File: src/rtl/vga_timing_gen_if.sv
// rtl/vga_timing_gen_if.sv - raster scan output bundle shared by timing generator and renderers
interface vga_timing_gen_if;
  logic [9:0] DrawX;
  logic [9:0] DrawY;
  logic       hs;
  logic       vs;
  logic       blank;
  logic       line_start;
  logic       frame_start;
  logic [7:0] frame_count;

  modport master (
    output DrawX, DrawY, hs, vs, blank, line_start, frame_start, frame_count
  );

  modport slave (
    input DrawX, DrawY, hs, vs, blank, line_start, frame_start, frame_count
  );
endinterface

File: src/rtl/vga_timing_gen.sv
// rtl/vga_timing_gen.sv - VGA raster counters, sync/blank decode and renderer-aligned delay line
module vga_timing_gen #(
  parameter int H_VIS    = 640,
  parameter int H_FP     = 16,
  parameter int H_SYNC   = 96,
  parameter int H_BP     = 48,
  parameter int V_VIS    = 480,
  parameter int V_FP     = 10,
  parameter int V_SYNC   = 2,
  parameter int V_BP     = 33,
  parameter int PIPE_DLY = 2
) (
  input  logic             vga_clk,
  input  logic             Reset,
  vga_timing_gen_if.master vga
);

  localparam int H_TOTAL = H_VIS + H_FP + H_SYNC + H_BP;
  localparam int V_TOTAL = V_VIS + V_FP + V_SYNC + V_BP;

  // 11-bit constants so a 1024-wide raster still compares without overflow
  localparam logic [10:0] H_LAST  = 11'(H_TOTAL - 1);
  localparam logic [10:0] V_LAST  = 11'(V_TOTAL - 1);
  localparam logic [10:0] H_VIS_L = 11'(H_VIS);
  localparam logic [10:0] V_VIS_L = 11'(V_VIS);
  localparam logic [10:0] HS_BEG  = 11'(H_VIS + H_FP);
  localparam logic [10:0] HS_END  = 11'(H_VIS + H_FP + H_SYNC);
  localparam logic [10:0] VS_BEG  = 11'(V_VIS + V_FP);
  localparam logic [10:0] VS_END  = 11'(V_VIS + V_FP + V_SYNC);

  // Idle {hs, vs, blank}: syncs deasserted (high), no active video
  localparam logic [2:0] IDLE = 3'b110;

  // Reject rasters the 10-bit counters cannot hold and delay lines beyond 7 stages
  generate
    if (H_TOTAL > 1024) begin : g_h_err
      $error("vga_timing_gen: H_TOTAL exceeds 1024");
    end
    if (V_TOTAL > 1024) begin : g_v_err
      $error("vga_timing_gen: V_TOTAL exceeds 1024");
    end
    if (PIPE_DLY > 7) begin : g_d_err
      $error("vga_timing_gen: PIPE_DLY exceeds 7");
    end
  endgenerate

  logic [9:0]  hc_q, hc_d;
  logic [9:0]  vc_q, vc_d;
  logic [7:0]  fc_q, fc_d;
  logic [10:0] hc_w, vc_w;
  logic        h_wrap, v_wrap;
  logic        act, hs_n, vs_n;
  logic [2:0]  pre_sig;
  logic [2:0]  post_sig;

  assign hc_w = {1'b0, hc_q};
  assign vc_w = {1'b0, vc_q};

  // Next-state for the column/line/frame counters; the frame count only moves on a full frame wrap
  always_comb begin
    h_wrap = (hc_w == H_LAST);
    v_wrap = (vc_w == V_LAST);
    hc_d   = hc_q + 10'd1;
    vc_d   = vc_q;
    fc_d   = fc_q;
    if (h_wrap) begin
      hc_d = '0;
      if (v_wrap) begin
        vc_d = '0;
        fc_d = fc_q + 8'd1;
      end else begin
        vc_d = vc_q + 10'd1;
      end
    end
  end

  // Counter registers; async reset returns the scan to the top-left corner
  always_ff @(posedge vga_clk or posedge Reset) begin
    if (Reset) begin
      hc_q <= '0;
      vc_q <= '0;
      fc_q <= '0;
    end else begin
      hc_q <= hc_d;
      vc_q <= vc_d;
      fc_q <= fc_d;
    end
  end

  // Undelayed sync/active decode; vs depends only on vc so it can only move when hc wraps to 0
  always_comb begin
    act  = (hc_w < H_VIS_L) && (vc_w < V_VIS_L);
    hs_n = !((hc_w >= HS_BEG) && (hc_w < HS_END));
    vs_n = !((vc_w >= VS_BEG) && (vc_w < VS_END));
  end

  assign pre_sig = {hs_n, vs_n, act};

  generate
    if (PIPE_DLY == 0) begin : g_nodly
      // No delay stages: outputs track the counters, held idle while in reset
      assign post_sig = Reset ? IDLE : pre_sig;
    end else begin : g_dly
      logic [2:0] dly_q [PIPE_DLY];
      logic [2:0] dly_d [PIPE_DLY];

      // Shift {hs,vs,blank} one stage per clock so it lines up with the renderers' colour output
      always_comb begin
        dly_d[0] = pre_sig;
        for (int i = 1; i < PIPE_DLY; i++) begin
          dly_d[i] = dly_q[i-1];
        end
      end

      // Delay-line registers; every stage reloads idle so no stale sync escapes after reset
      always_ff @(posedge vga_clk or posedge Reset) begin
        if (Reset) begin
          for (int i = 0; i < PIPE_DLY; i++) begin
            dly_q[i] <= IDLE;
          end
        end else begin
          for (int i = 0; i < PIPE_DLY; i++) begin
            dly_q[i] <= dly_d[i];
          end
        end
      end

      assign post_sig = dly_q[PIPE_DLY-1];
    end
  endgenerate

  assign vga.DrawX       = hc_q;
  assign vga.DrawY       = vc_q;
  assign vga.hs          = post_sig[2];
  assign vga.vs          = post_sig[1];
  assign vga.blank       = post_sig[0];
  assign vga.line_start  = !Reset && (hc_q == 10'd0);
  assign vga.frame_start = !Reset && (hc_q == 10'd0) && (vc_q == 10'd0);
  assign vga.frame_count = fc_q;

endmodule

File: src/flat_wrapper.sv
// flat-port wrapper written by rule: the top's interface ports become plain ports
module vga_timing_gen_flat 
#(
  parameter int H_VIS    = 640,
  parameter int H_FP     = 16,
  parameter int H_SYNC   = 96,
  parameter int H_BP     = 48,
  parameter int V_VIS    = 480,
  parameter int V_FP     = 10,
  parameter int V_SYNC   = 2,
  parameter int V_BP     = 33,
  parameter int PIPE_DLY = 2
)
  (vga_clk, Reset, vga_DrawX, vga_DrawY, vga_hs, vga_vs, vga_blank, vga_line_start, vga_frame_start, vga_frame_count);
  vga_timing_gen_if vga_i ();
  input  logic vga_clk;
  input  logic Reset;
  output wire logic [$bits(vga_i.DrawX)-1:0] vga_DrawX;
  output wire logic [$bits(vga_i.DrawY)-1:0] vga_DrawY;
  output wire logic [$bits(vga_i.hs)-1:0] vga_hs;
  output wire logic [$bits(vga_i.vs)-1:0] vga_vs;
  output wire logic [$bits(vga_i.blank)-1:0] vga_blank;
  output wire logic [$bits(vga_i.line_start)-1:0] vga_line_start;
  output wire logic [$bits(vga_i.frame_start)-1:0] vga_frame_start;
  output wire logic [$bits(vga_i.frame_count)-1:0] vga_frame_count;
  assign vga_DrawX = vga_i.DrawX;
  assign vga_DrawY = vga_i.DrawY;
  assign vga_hs = vga_i.hs;
  assign vga_vs = vga_i.vs;
  assign vga_blank = vga_i.blank;
  assign vga_line_start = vga_i.line_start;
  assign vga_frame_start = vga_i.frame_start;
  assign vga_frame_count = vga_i.frame_count;
  vga_timing_gen #(.H_VIS(H_VIS), .H_FP(H_FP), .H_SYNC(H_SYNC), .H_BP(H_BP), .V_VIS(V_VIS), .V_FP(V_FP), .V_SYNC(V_SYNC), .V_BP(V_BP), .PIPE_DLY(PIPE_DLY)) u_core (.vga_clk(vga_clk), .Reset(Reset), .vga(vga_i));
endmodule
File: config.mk
export PLATFORM = sky130hd
export DESIGN_NAME = vga_timing_gen_flat
export DESIGN_NICKNAME = d
export VERILOG_FILES = /design/src/rtl/vga_timing_gen_if.sv /design/src/rtl/vga_timing_gen.sv /design/src/flat_wrapper.sv
export SDC_FILE = /design/constraint.sdc
export NUM_CORES = 1
export LEC_CHECK = 0
export ABC_AREA = 0
export CORE_ASPECT_RATIO = 0.9
export CORE_MARGIN = 2
export CORE_UTILIZATION = 45
export CTS_CLUSTER_SIZE = 24
export DETAILED_ROUTE_END_ITERATION = 8
export HOLD_SLACK_MARGIN = 0.12
export PLACE_DENSITY = 0.72
export SYNTH_ARGS = -nofsm -noshare
export SYNTH_HDL_FRONTEND = slang
export SYNTH_SLANG_ARGS = --single-unit
File: constraint.sdc
create_clock -name vga_clk -period 1.5 [get_ports vga_clk]
set_input_delay 0.15 -clock vga_clk [delete_from_list [all_inputs] [get_ports vga_clk]]
set_output_delay 0.15 -clock vga_clk [all_outputs]
set_load 0.01 [all_outputs]
After elaboration in Yosys (flattened, before gate mapping)
Index checks and enable logic that the tools add are counted.
Widths: inputs -> output; s select.
{ "word_totals": {"word_cells": 29, "register_bits": 34, "output_inout_bits": 33, "inputBits": 2} }
{ "op_classes": {"muxes": 2, "reduce_logical": 11, "n_addsub": 3, "order_cmp": 6, "n_eq_ne": 2} }
{ "ops": {"columns": ["op", "n"], "rows": [
  ["$add 10x1->10 const B", 2],
  ["$eq 10x10->1 const B", 2],
  ["$logic_not 10->1", 2],
  ["$lt 10x10->1 const B", 2],
  ["$lt 10x9->1 const B", 2],
  ["$mux 10", 2],
  ["$ge 10x10->1 const B", 1],
  ["$ge 10x9->1 const B", 1],
  ["$add 8x1->8 const B", 1],
  ["$logic_and 1x1->1", 5],
  ["$logic_not 1->1", 3],
  ["$reduce_and 2->1", 1]
]} }

Logic depth before layout (Yosys ltp)
Gate-level depths: netlist of run 1.
{ "depth": {"depth_word": 3, "ltp_mapped": 7} }

Worst setup path before layout of run 1
Ideal clock, no wire load.
{ "synth_path": {"path_kind": "reg-to-reg", "startpoint": "reg u_core.vc_q[0] (netlist: u_core.vga.DrawY[0])", "endpoint": "reg u_core.fc_q[1] (netlist: u_core.vga.frame_count[1])", "setup_ns": 0.125, "t_arrival_ns": 1.578, "stages_incl_launch_ff": 7, "required_ns": 1.375, "path_slack_ns": -0.202, "n_path_buf": 0, "path_cell_list": "dfrtp_1 inv_1 ha_1 nor4b_4 nand3_4 nor2_4 mux2_2"} }
{ "synth_via": {"elab_chain_cells": 2} }
{ "synth_rtl": {"columns": ["item", "line", "text"], "rows": [
  ["start, declared", "vga_timing_gen.sv:48", "logic [9:0] vc_q, vc_d;"],
  ["start signal, assigned", "vga_timing_gen.sv:85", "vc_q <= vc_d;"],
  ["$eq 10x10->1", "vga_timing_gen.sv:62", "v_wrap = (vc_w == V_LAST);"],
  ["$reduce_and 2->1 (no line)", null, null],
  ["end signal, assigned", "vga_timing_gen.sv:82", "fc_q <= '0;"],
  ["end signal, assigned", "vga_timing_gen.sv:86", "fc_q <= fc_d;"],
  ["end, declared", "vga_timing_gen.sv:49", "logic [7:0] fc_q, fc_d;"]
]} }
No other way between the ends.
A chain may end at the register's enable or synchronous reset.

Final worst setup path of run 1
Same ends and word-level chain as after synthesis.

==> impl_metrics.ini, run 1 <==
[cells_and_area]
finalCoreUtilization = 0.849
n_antenna_cell = 0
finalNonFillerCells = 286
drive_gt1_frac = 0.471
nets = 248
num-fill-cells = 153
syn_to_final_growth_pct = 75.6

[setup_path]
cp-start-kind = register
setup.worst_path.end_class = register
cp_max_fo = 7
crit_start = u_core.vga.DrawY[0]$_DFFE_PP0N_
path_delay_family = simple AND/OR/NAND/NOR gates
cpPeakStageDelay_ns = 0.42
crit_path_top_delay_cell = dfrtp_2
crit_buf_inv = 1
r2r-start = u_core.vga.DrawY[0]$_DFFE_PP0N_
crit_chain = inv_2, ha_1, nor4b_4, nand3_4, nor2_4, mux2_4
arrival_ns = 1.99
required_ns = 1.68
critical_path_class = register to register

[status]
status = complete, but fails checks
failed_checks = setup timing

[detailed_routing]
firstDrtPassIters = 4
wl_per_cell_um = 18.9
ant_nets = 0
routed_via_density = 5.52
drcViolationCount = 0
num_vias = 1579
drt_iter0_drc = 124
routed_wl_mm = 5.40

[synthesis]
syn_avg_cell_area_um2 = 11.1
synth-edff-count = 0
seq_area_frac_synth = 0.513
syn_inst = 150
synth_nets = 157
synthTopCellsByCount = dfrtp_1 (30), xor2_1 (14), nand3_1 (10), nand2_1 (9), nor2_1 (9)
synth-main-ff-cell = dfrtp_1
yosysTopAreaCellShare = 0.450
synth_cell_types = 35
yosysMostFrequentCell = dfrtp_1
ys_async_sr_fraction = 1.00
ys.warnings.count = 0
yosysTopAreaCell = dfrtp_1
netlist_area_um2 = 1670
ys_ff_latch = 34
synth.top_cells.by_area = dfrtp_1 (45%), xor2_1 (7.3%), dfstp_2 (6.3%)

[grt]
grt_pass1_vias = 1497
overflow = 0
grt_max_degree = 35
grt_usage = 0.249
grt_pass1_wl_mm = 7.46
antenna_found_initial = 0

[floorplanning]
fp.dieW_um = 68.2
fp.dieArea_um2 = 4210
die_h_um = 61.8
rows = 20
io_pins = 35
start_util = 0.483
core_um2 = 3450

[clock_network]
cts_made_buffers = 5
cts_tree = built
clk_latency_ns = 0.30
htreeDepth = 2
root_buffer = clkbuf_8
clockBufferDepth = 2
cts_num_sinks = 34
holdBufCountCts = 0
clk_pin_slew_worst_paths_ns = 0.08

[placed_design]
placedCellCount = 258
dp_hpwl_mm = 2.98
io_buffer_count = 34
place.gp.congestion = 0.843

[timing]
finalHoldViolCount = 0
setup_viol = 25
min_period_ns = 1.81
worst_pin_slew_ns = 0.380
max_freq_mhz = 551
rsz0062_at_grt = yes
skew_ns = 0.00534
fin_tns_setup_ns = -4.96
timing.final.crit_share = 1.21
relSlewSlack = 0.746
drv_slew = 0
worst_slack_ns = -0.313

[worst_hold_path]
hold_class = primary input to asynchronous set/reset pin

[pwr]
p_per_area_nw_per_um2 = 675
peakVddDrop_uv = 662
p_leak_nw = 1.59

[job]
maxCapViolations = 0
## layout make-up
class	instances	area, µm²	area share
Multi-Input combinational cell	106	977	0.333
Timing Repair Buffer	88	876	0.299
Sequential cell	34	863	0.294
Clock buffer	5	68.8	0.0235
Clock inverter	3	68.8	0.0235
Tap cell	44	55.1	0.0188
Inverter	6	22.5	0.00768
## stage by stage
stage / worst slack, ns / hold slack [ns] / total power, mW / instance area, µm²
floorplan: -0.153 / 0.288 / 0.948 / 1710
global placement: -0.364 / 0.334 / 0.962 / 2330
detailed placement: -0.415 / 0.347 / 0.963 / 2330
CTS: -0.252 / 0.242 / 1.98 / 2730
global route: -0.379 / 0.296 / 2.05 / 2930
finish: -0.313 / 0.276 / 1.98 / 2930
## layer usage
| metal | up-vias | global-route usage | share of wire |
|---|---|---|---|
| li1 | 717 | - | - |
| met1 | 795 | 0.342 | 0.42 |
| met2 | 57 | 0.388 | 0.51 |
| met3 | 10 | 0.0757 | 0.049 |
| met4 | 0 | 0.0629 | 0.016 |
| met5 | - | 0 | 0 |
## flip-flops by register name (all words and copies together), names as in the netlist
signal / flops
u_core.g_dly.dly_d: 3
u_core.post_sig: 3
u_core.vga.DrawX: 10
u_core.vga.DrawY: 10
u_core.vga.frame_count: 8
## timing repair
item	CTS	global route
gates resized for setup	56	42
setup endpoints to repair	31	41
gates cloned	1	0
pin swaps	31	14
buffers inserted	11	10
hold endpoints to repair	0	0
## layout by cell type (no fill, tap or decap), types with 3 or more instances in the layout
| master | netlist | final |
|---|---|---|
| nor4_4 | 0 | 3 |
| xnor2_1 | 6 | 5 |
| nand3_1 | 10 | 9 |
| ha_1 | 5 | 3 |
| inv_2 | 0 | 4 |
| nand2_1 | 9 | 7 |
| buf_6 | 1 | 21 |
| nor3_4 | 0 | 3 |
| buf_4 | 2 | 32 |
| clkdlybuf4s50_1 | 0 | 11 |
| dlymetal6s2s_1 | 0 | 12 |
| and3_4 | 0 | 3 |
| nor2_2 | 0 | 3 |
| dfstp_2 | 4 | 4 |
| dfrtp_2 | 0 | 6 |
| nand3_4 | 1 | 3 |
| nand4_1 | 7 | 7 |
| nor2_1 | 9 | 5 |
| dfrtp_1 | 30 | 24 |
| and3_1 | 8 | 5 |
| buf_12 | 0 | 3 |
| nor3_1 | 6 | 3 |
| dlygate4sd2_1 | 0 | 9 |
| xor2_1 | 14 | 13 |
| clkbuf_8 | 0 | 5 |
## power by group
group	total (mW)	leakage, nW	internal (mW)	switching, mW
combinational	0.0285	1.09	0.00847	0.0201
clock	1.03	0.0683	0.666	0.367
sequential	0.916	0.428	0.916	0
## final timing paths
kind                                                              end  slack, ns  cells past startpoint
min in group vga_clk                     u_core.post_sig[1]$_DFF_PP1_       0.36                      0
worst min register to register           u_core.post_sig[1]$_DFF_PP1_       0.36                      0
max in group asynchronous                u_core.post_sig[1]$_DFF_PP1_       0.99                      3
worst max-delay path            u_core.vga.frame_count[1]$_DFFE_PP0P_      -0.31                      6
worst min-delay path                    u_core.vga.DrawX[8]$_DFF_PP0_       0.28                      3
worst max register to register  u_core.vga.frame_count[1]$_DFFE_PP0P_      -0.31                      6
## worst register-to-register path, stage by stage, from the launching register on
cell	delay, ns
dfrtp_2	0.42
inv_2	0.07
ha_1	0.16
nor4b_4	0.31
nand3_4	0.24
nor2_4	0.20
mux2_4	0.31
## cells by family (layout without fill, tap and decap cells)
logic type / Yosys count / count (layout) / synth area share
and+or+nand+nor: 69 / 70 / 0.269
DFF: 34 / 34 / 0.513
xor gates and xnor gates: 20 / 20 / 0.105
buffers and inverters: 11 / 102 / 0.0345
AOI/OAI and AO/OA: 10 / 10 / 0.0345
adders and majority gates: 5 / 5 / 0.0375
muxes: 1 / 1 / 0.00675
Power figures use the tool's default switching activity.
==> inputs of run 2 (changes only) <==
- CORE_MARGIN: 2 -> default
- CORE_UTILIZATION: 45 -> 54
- PLACE_DENSITY: 0.72 -> 0.81
- clock period: 1.5 -> 2.1 ns (I/O delays scaled with it)
==> impl_metrics.ini, run 2 (same netlist as run 1, synthesis figures left out) <==
[status]
status = complete, no violations

[timing]
rsz0062_at_grt = no
drv_slew = 0
setup_viol = 0
finalHoldViolCount = 0
timing.final.crit_share = 0.971
max_freq_mhz = 490
skew_ns = 0.0130
relSlewSlack = 0.690
fin_tns_setup_ns = 0
min_period_ns = 2.04
worst_pin_slew_ns = 0.464

[clock_network]
cts_made_buffers = 5
root_buffer = clkbuf_4
cts_num_sinks = 34
cts_tree = built
clockBufferDepth = 2
htreeDepth = 2
clk_pin_slew_worst_paths_ns = 0.10
clk_latency_ns = 0.33

[detailed_routing]
routed_via_density = 5.64
wl_per_cell_um = 15.5
num_vias = 1319
ant_nets = 0
drt_iter0_drc = 57
firstDrtPassIters = 4
drcViolationCount = 0
routed_wl_mm = 3.62

[grt]
grt_usage = 0.252
overflow = 0
grt_pass1_vias = 1251
grt_pass1_wl_mm = 5.87
antenna_found_initial = 0
grt_max_degree = 25

[setup_path]
rrSetupSlack_ns = 0.13
regToRegEndpoint = u_core.vga.DrawY[4]$_DFFE_PP0N_
r2r-start = u_core.vga.DrawX[1]$_DFF_PP0_
arrival_ns = 1.83
cp-start-kind = register
crit_path_top_delay_cell = dfrtp_1
required_ns = 1.89
crit_chain = inv_1, ha_1, nor4b_2, and3_1, and4_2, dlygate4sd2_1
critical_path_class = register to primary output
crit_path_end = vga_frame_start
cpPeakStageDelay_ns = 0.40
setup.worst_path.end_class = primary output
crit_start = u_core.vga.DrawX[1]$_DFF_PP0_
cp_max_fo = 2
ff2ff_path_depth = 6

[pwr]
peakVddDrop_uv = 443
p_leak_nw = 0.979
clock_power_share = 0.419
seq_power_share = 0.565
p_per_area_nw_per_um2 = 531
switching_power_mw = 0.222
p_int_mw = 0.937
sw_frac_of_total = 0.191
comb_power_share = 0.017

[cells_and_area]
finalNonFillerCells = 234
final_common_cell = clkdlybuf4s50_1
syn_to_final_growth_pct = 30.7
final_area_um2 = 2180
layout_common_cells = clkdlybuf4s50_1 (32), dfrtp_1 (30), xor2_1 (14)
n_antenna_cell = 0
nets = 201
drive_gt1_frac = 0.160

[placed_design]
place.gp.congestion = 0.816
dp_hpwl_mm = 2.51
placedCellCount = 226
io_buffer_count = 34
place_area_um2 = 2090

[floorplanning]
core_um2 = 2840
fp.dieArea_um2 = 3320
die_h_um = 54.7
fp.dieW_um = 60.6
rows = 18
start_util = 0.588
io_pins = 35

[worst_hold_path]
hold_class = primary input to asynchronous set/reset pin

[job]
maxCapViolations = 0
-- run 2: per-stage QoR --
| stage | hold slack, ns | power [mW] | util | setup WS (ns) |
|---|---|---|---|---|
| 3_5_place_dp | 0.337 | 0.687 | 0.736 | 0.114 |
| 6_report | 0.210 | 1.16 | 0.769 | 0.0611 |
| 3_3_place_gp | 0.333 | 0.687 | 0.736 | 0.128 |
| 4_1_cts | 0.203 | 1.17 | 0.767 | 0.0195 |
| 2_1_floorplan | 0.331 | 0.677 | - | 0.398 |
| 5_1_grt | 0.230 | 1.20 | 0.769 | 0.00162 |
-- run 2: area by class of cell --
cell class	instances	area, µm²
Clock buffer	6	51.3
Clock inverter	1	30.0
Fill cell	192	656
Inverter	6	22.5
Multi-Input combinational cell	105	762
Sequential cell	34	856
Tap cell	40	50.0
Timing Repair Buffer	42	410
-- run 2: power groups by stage --
| stage | combinational, mW | sequential [mW] | clock [mW] |
|---|---|---|---|
| finish | 0.0192 | 0.655 | 0.486 |
| global route | 0.0224 | 0.655 | 0.527 |
| CTS | 0.0201 | 0.655 | 0.500 |
| detailed placement | 0.0201 | 0.667 | 0 |
| global placement | 0.0199 | 0.667 | 0 |
| floorplan | 0.00997 | 0.667 | 0 |
-- run 2: how the worst min path moves through the flow --
stage,start,end
CTS,Reset,u_core.vga.DrawX[5]$_DFF_PP0_
global route,Reset,u_core.vga.DrawX[1]$_DFF_PP0_
finish,Reset,u_core.vga.DrawX[1]$_DFF_PP0_
global placement,u_core.g_dly.dly_d[0]$_DFF_PP0_,u_core.post_sig[0]$_DFF_PP0_
detailed placement,u_core.g_dly.dly_d[0]$_DFF_PP0_,u_core.post_sig[0]$_DFF_PP0_
floorplan,u_core.g_dly.dly_d[0]$_DFF_PP0_,u_core.post_sig[0]$_DFF_PP0_
-- run 2: per-layer routing --
layer,global-route usage,up-vias,share of wire
met5,0,-,0
met4,0.125,0,0.0099
met3,0.0544,4,0.045
met2,0.414,51,0.51
met1,0.318,648,0.43
li1,-,616,-
-- run 2: what timing repair did --
item,in CTS,in global routing
buffers inserted,1,0
hold buffers,0,0
resized for setup,2,1
pin swaps,1,0
setup endpoints to repair,2,1
-- run 2: worst max-delay path, delay by kind of cell (launching register included) --
| family | cells | cell delay, ns |
|---|---|---|
| flops | 1 | 0.40 |
| buf+inv | 2 | 0.32 |
| fa+ha+maj | 1 | 0.14 |
| simple gates | 3 | 0.63 |
==> inputs of run 3 (changes only) <==
- SLEW_MARGIN: default -> 20
==> results of run 3 <==
No change in the layout: final DEF, timing and power equal those of run 2.
